===== src/rtl/uart_pkg.sv =====
// Shared definitions for the oversampling UART receiver: parity encodings,
// receiver FSM states and the word stored per received frame.
package uart_pkg;

  localparam int PAR_NONE = 0;
  localparam int PAR_EVEN = 1;
  localparam int PAR_ODD  = 2;

  localparam int MAX_DATA_BITS = 9;

  typedef enum logic [2:0] {
    ST_IDLE   = 3'd0,
    ST_START  = 3'd1,
    ST_DATA   = 3'd2,
    ST_PARITY = 3'd3,
    ST_STOP   = 3'd4
  } rx_state_t;

  // Sized for the widest payload; narrower frames leave the top data bits zero.
  typedef struct packed {
    logic                     frame_err;
    logic                     parity_err;
    logic [MAX_DATA_BITS-1:0] data;
  } rx_word_t;

  function automatic logic maj3(input logic a, input logic b, input logic c);
    return (a & b) | (a & c) | (b & c);
  endfunction

endpackage


===== src/rtl/sync_fifo.sv =====
// Single-clock FIFO with extra-MSB pointers; a write while full is accepted
// only when a pop frees a slot in the same cycle.
module sync_fifo #(
  parameter int WIDTH = 8,
  parameter int DEPTH = 4
) (
  input  logic             clk,
  input  logic             rst,
  input  logic             wr_en,
  input  logic [WIDTH-1:0] wr_data,
  input  logic             rd_en,
  output logic [WIDTH-1:0] rd_data,
  output logic             empty,
  output logic             full
);

  localparam int AW = $clog2(DEPTH);

  logic [AW:0]      wr_ptr;
  logic [AW:0]      rd_ptr;
  logic [WIDTH-1:0] mem [DEPTH];
  logic             do_wr;
  logic             do_rd;

  assign empty = (wr_ptr == rd_ptr);
  assign full  = (wr_ptr[AW] != rd_ptr[AW]) && (wr_ptr[AW-1:0] == rd_ptr[AW-1:0]);
  assign do_rd = rd_en && !empty;
  assign do_wr = wr_en && (!full || do_rd);

  always_ff @(posedge clk or posedge rst) begin
    if (rst) begin
      wr_ptr <= '0;
      rd_ptr <= '0;
    end else begin
      if (do_wr) wr_ptr <= wr_ptr + (AW+1)'(1);
      if (do_rd) rd_ptr <= rd_ptr + (AW+1)'(1);
    end
  end

  always_ff @(posedge clk) begin
    if (do_wr) mem[wr_ptr[AW-1:0]] <= wr_data;
  end

  assign rd_data = mem[rd_ptr[AW-1:0]];

endmodule


===== src/rtl/uart_rx_ext.sv =====
// Oversampling UART receiver with majority-voted bits, optional parity,
// 1/2 stop bits and a small FIFO of received words with error flags.
module uart_rx_ext
  import uart_pkg::*;
#(
  parameter int CLKS_PER_TICK = 1,
  parameter int OVERSAMPLING  = 8,
  parameter int DATA_BITS     = 8,
  parameter int PARITY        = 0,
  parameter int STOP_BITS     = 1,
  parameter int FIFO_DEPTH    = 4
) (
  input  logic                 clk_in,
  input  logic                 rst_in,
  input  logic                 rx_serial_in,
  output logic [DATA_BITS-1:0] rx_data_out,
  output logic                 parity_err_out,
  output logic                 frame_err_out,
  output logic                 rx_valid_out,
  input  logic                 rx_ready_in,
  output logic                 overrun_out
);

  localparam int TICK_W = (CLKS_PER_TICK > 1) ? $clog2(CLKS_PER_TICK) : 1;
  localparam int OS_W   = $clog2(OVERSAMPLING);
  localparam int CNT_W  = $clog2(DATA_BITS + 1);
  localparam int MID    = OVERSAMPLING / 2;
  localparam int WORD_W = $bits(rx_word_t);

  function automatic logic parity_bad(input logic bit_v, input logic [DATA_BITS-1:0] d);
    case (PARITY)
      PAR_EVEN: return bit_v != (^d);
      PAR_ODD:  return bit_v != ~(^d);
      default:  return 1'b0;
    endcase
  endfunction

  logic              line_p0, line_p1;
  logic [TICK_W-1:0] tick_cnt;
  logic              tick;
  rx_state_t         state;
  logic [OS_W-1:0]   os_cnt, idx;
  logic [CNT_W-1:0]  bit_cnt;
  logic              samp_lo, samp_mid, decide, bit_end, last_stop;
  logic              vote, start_edge;
  logic              s_lo, s_mid;
  logic [DATA_BITS-1:0] shreg;
  logic              perr_r, ferr_r;
  logic              fifo_wr, fifo_full, fifo_empty, pop;
  rx_word_t          wr_word, head;
  logic [WORD_W-1:0] fifo_wdata, fifo_rdata;
  logic              unused_head;

  // Stage p0/p1: two-flop synchroniser, idles high
  always_ff @(posedge clk_in or posedge rst_in) begin
    if (rst_in) begin
      line_p0 <= 1'b1;
      line_p1 <= 1'b1;
    end else begin
      line_p0 <= rx_serial_in;
      line_p1 <= line_p0;
    end
  end

  always_ff @(posedge clk_in or posedge rst_in) begin
    if (rst_in)    tick_cnt <= '0;
    else if (tick) tick_cnt <= '0;
    else           tick_cnt <= tick_cnt + TICK_W'(1);
  end
  assign tick = (tick_cnt == TICK_W'(CLKS_PER_TICK - 1));

  // idx is the position within the current bit of the tick being processed
  assign idx        = (os_cnt == OS_W'(OVERSAMPLING - 1)) ? '0 : os_cnt + OS_W'(1);
  assign samp_lo    = (idx == OS_W'(MID - 1));
  assign samp_mid   = (idx == OS_W'(MID));
  assign decide     = (idx == OS_W'(MID + 1));
  assign bit_end    = (idx == OS_W'(OVERSAMPLING - 1));
  assign last_stop  = (bit_cnt == CNT_W'(STOP_BITS - 1));
  assign vote       = maj3(s_lo, s_mid, line_p1);
  assign start_edge = tick && (state == ST_IDLE) && !line_p1;

  always_ff @(posedge clk_in or posedge rst_in) begin
    if (rst_in) begin
      state   <= ST_IDLE;
      os_cnt  <= '0;
      bit_cnt <= '0;
    end else if (tick) begin
      if (state != ST_IDLE) os_cnt <= idx;
      case (state)
        ST_IDLE: begin
          if (!line_p1) begin
            state   <= ST_START;
            os_cnt  <= '0;
            bit_cnt <= '0;
          end
        end
        ST_START: begin
          if (decide && vote) state <= ST_IDLE;
          else if (bit_end)   state <= ST_DATA;
        end
        ST_DATA: begin
          if (decide) bit_cnt <= bit_cnt + CNT_W'(1);
          if (bit_end && bit_cnt == CNT_W'(DATA_BITS)) begin
            state   <= (PARITY != PAR_NONE) ? ST_PARITY : ST_STOP;
            bit_cnt <= '0;
          end
        end
        ST_PARITY: begin
          if (bit_end) state <= ST_STOP;
        end
        ST_STOP: begin
          // Leave on the mid-bit decision so the next start edge is caught early
          if (decide && last_stop) state <= ST_IDLE;
          else if (bit_end)        bit_cnt <= bit_cnt + CNT_W'(1);
        end
        default: state <= ST_IDLE;
      endcase
    end
  end

  // Stage p2: sample capture, data shift and error flags
  always_ff @(posedge clk_in) begin
    if (start_edge) begin
      perr_r <= 1'b0;
      ferr_r <= 1'b0;
    end
    if (tick && state != ST_IDLE) begin
      if (samp_lo)  s_lo  <= line_p1;
      if (samp_mid) s_mid <= line_p1;
      if (decide) begin
        case (state)
          ST_DATA:   shreg  <= {vote, shreg[DATA_BITS-1:1]};
          ST_PARITY: perr_r <= parity_bad(vote, shreg);
          ST_STOP:   if (!vote) ferr_r <= 1'b1;
          default: ;
        endcase
      end
    end
  end

  assign fifo_wr = tick && (state == ST_STOP) && decide && last_stop;

  always_comb begin
    wr_word                      = '0;
    wr_word.data[DATA_BITS-1:0]  = shreg;
    wr_word.parity_err           = (PARITY != PAR_NONE) && perr_r;
    wr_word.frame_err            = ferr_r | ~vote;
  end

  assign fifo_wdata = wr_word;
  assign pop        = rx_valid_out && rx_ready_in;

  sync_fifo #(
    .WIDTH (WORD_W),
    .DEPTH (FIFO_DEPTH)
  ) u_fifo (
    .clk     (clk_in),
    .rst     (rst_in),
    .wr_en   (fifo_wr),
    .wr_data (fifo_wdata),
    .rd_en   (pop),
    .rd_data (fifo_rdata),
    .empty   (fifo_empty),
    .full    (fifo_full)
  );

  assign head         = fifo_rdata;
  assign unused_head  = ^head.data;
  assign rx_valid_out = !fifo_empty;

  // Head outputs read zero while empty so reset never exposes stale storage
  assign rx_data_out    = rx_valid_out ? head.data[DATA_BITS-1:0] : '0;
  assign parity_err_out = rx_valid_out && head.parity_err;
  assign frame_err_out  = rx_valid_out && head.frame_err;

  always_ff @(posedge clk_in or posedge rst_in) begin
    if (rst_in) overrun_out <= 1'b0;
    else        overrun_out <= fifo_wr && fifo_full && !pop;
  end

endmodule

===== config.mk =====
export PLATFORM = sky130hd
export DESIGN_NAME = uart_rx_ext
export DESIGN_NICKNAME = d
export VERILOG_FILES = /design/src/rtl/uart_pkg.sv /design/src/rtl/sync_fifo.sv /design/src/rtl/uart_rx_ext.sv
export SDC_FILE = /design/constraint.sdc
export NUM_CORES = 1
export LEC_CHECK = 0
export BUFFER_PORTS_ARGS = -buffer_cell sky130_fd_sc_hd__buf_2
export CORE_MARGIN = 2
export CORE_UTILIZATION = 35
export CTS_BUF_LIST = sky130_fd_sc_hd__clkbuf_4
export DETAILED_ROUTE_END_ITERATION = 10
export GPL_TIMING_DRIVEN = 1
export PLACE_DENSITY_LB_ADDON = 0.3
export SYNTH_ARGS = -nofsm -noshare
export SYNTH_HDL_FRONTEND = slang
export SYNTH_HIERARCHICAL = 1
export SYNTH_SLANG_ARGS = --single-unit

===== constraint.sdc =====
create_clock -name clk_in -period 2.7 [get_ports clk_in]
set_clock_uncertainty 0.05 [all_clocks]
set_input_delay 0.54 -clock clk_in [delete_from_list [all_inputs] [get_ports clk_in]]
set_output_delay 0.54 -clock clk_in [all_outputs]
set_load 0.005 [all_outputs]

==> out/results.ini <==
[run_status]
status=completed

[floorplanning]
rows=34
start_util_pct=35.8
core_area_sq_um=8680
dieArea_sq_um=9640
die_h_um=98.2
die_w_um=98.2
pin_count=16

[drt]
drt_first_pass_iters=4
via_count=1698
wl_per_cell_um=14.4
viasPerCell=4.82
wirelength_mm=5.05
drtIter0Drc=86
antenna_left=0
drc_errors=0

[synth]
synth_area_sq_um=3100
synth_warnings=6
avgSynthCellArea_sq_um=15.0
synthCells=207

[clocking]
ctsLongestPathBuffers=2
cts_num_sinks=70
clk_pin_slew_ns=0.12
root_buffer=clkbuf_4
cts_setup_buffers=0
clk_latency_ns=0.40
cts_max_level=3
cts_tree=done
cts_buffers=9

[power]
finalPower_mw=2.69
leakage_nw=1.38
peakVddDrop_v=0.000340
power.density_nw_per_um2=754

[worst_setup_path]
critPathLaunch=u_fifo/rd_ptr[0]
critPathMaxFanout=12
critical_path_class=flop to primary output
crit_path_end_kind=primary output
critical_path_arrival_ns=1.91
r2r-start=os_cnt[0]
ff2ff_setup_slack_ns=0.29
reg2reg_to=u_fifo/mem[3][1]
critPathRequiredTime_ns=2.11
cp-start-kind=flop
r2r_cells=9

[finish]
syn2layout_area_growth_pct=14.7
drive_gt1_share_pct=26.6
diodes=0
nets=255

[sta]
slew_viol_final=0
holdWs_ns=0.183
slew_headroom_pct=63.3
fin_crit_sh_pct=92.6
tns_ns=0
setup_violations=0
tightest_slew_ns=0.547
hold_violations=0
max_clock_freq_mhz=400
finalCriticalPeriod_ns=2.50
rsz0062_at_grt=no

[global_route]
overflow=0
grt_antenna_before_repair=0
grt_use_total_pct=11.9
grt_pass1_vias=1792
grt_max_degree=15
grt_pass1_wl_mm=8.94

[min_path]
worstHoldStart=rx_serial_in
min_path_type=input port to flop
min_to=line_p0
worstHoldPathCells=1

[placement]
place_hpwl_mm=3.50
io_buffers=15
place.gp.congestion=0.774

[run]
maxCapViolCount=0

==> metal layers <==
metal / GRT usage (%) / routed length, um / vias to the layer above
li1: - / - / 829
met1: 16.4 / 2490 / 836
met2: 18.0 / 2330 / 24
met3: 3.01 / 148 / 9
met4: 5.37 / 92 / 0
met5: 0 / 0 / -
==> cells in the final DEF (no fill, tap or decap), types with 6 or more instances in the layout <==
master,instances
nor2b_1,12
inv_1,13
clkbuf_4,9
edfxtp_1,50
nand3_1,6
buf_4,9
ha_1,12
buf_2,15
xnor2_1,6
nand2_1,13
dfrtp_1,17
mux4_2,10
==> worst max-delay path by stage <==
stage	end	slack (ns)
finish	frame_err_out	0.20
global placement	u_fifo/mem[2][9]	0.24
global route	frame_err_out	0.05
detailed placement	u_fifo/mem[2][10]	0.20
CTS	frame_err_out	0.13
floorplan	u_fifo/mem[3][0]	0.31
==> layout make-up <==
type | instances | area (sq um)
well taps | 108 | 135
flip-flops and latches | 70 | 2000
fillers | 827 | 5120
clock inverters | 7 | 121
clock buffers | 9 | 67.6
repair buffers | 25 | 153
multi-input cells | 120 | 1040
inverters | 13 | 48.8
==> stage by stage <==
step           instances  setup WS (ns)  area [sq um]  utilization (%)
3_3_place_gp         335          0.243          3350             38.7
6_report             352          0.199          3560             41.0
5_1_grt              352         0.0504          3560             41.0
3_5_place_dp         335          0.196          3350             38.7
4_1_cts              352          0.128          3550             40.9
2_1_floorplan        210          0.309          3120                -
==> power breakdown <==
part | leakage [nW] | total (mW) | switching, mW | internal [mW]
combinational | 0.572 | 0.508 | 0.287 | 0.221
clock | 0.100 | 0.848 | 0.375 | 0.474
sequential | 0.707 | 1.33 | 0.104 | 1.23
total | 1.38 | 2.69 | 0.766 | 1.92
==> state kept, by name (all words and copies together) (netlist names) <==
signal / count
u_fifo/rd_ptr: 3
state: 3
s_mid: 1
os_cnt: 3
ferr_r: 1
line_p1: 1
s_lo: 1
u_fifo/wr_ptr: 3
bit_cnt: 4
shreg: 8
line_p0: 1
u_fifo/mem: 40
overrun_out: 1
==> worst max-delay path: stages, from the launching register on <==
cell and delay [ns]:
dfrtp_1 0.43, buf_4 0.28, mux4_2 0.52, nor2b_1 0.14, buf_2 0.12
==> repair_timing <==
action	4_1_cts	5_1_grt
hold endpoints to repair	6	0
gates resized for setup	0	2
setup endpoints to repair	0	20
hold buffers	1	0
No activity file was read; power rests on OpenSTA's default activity.
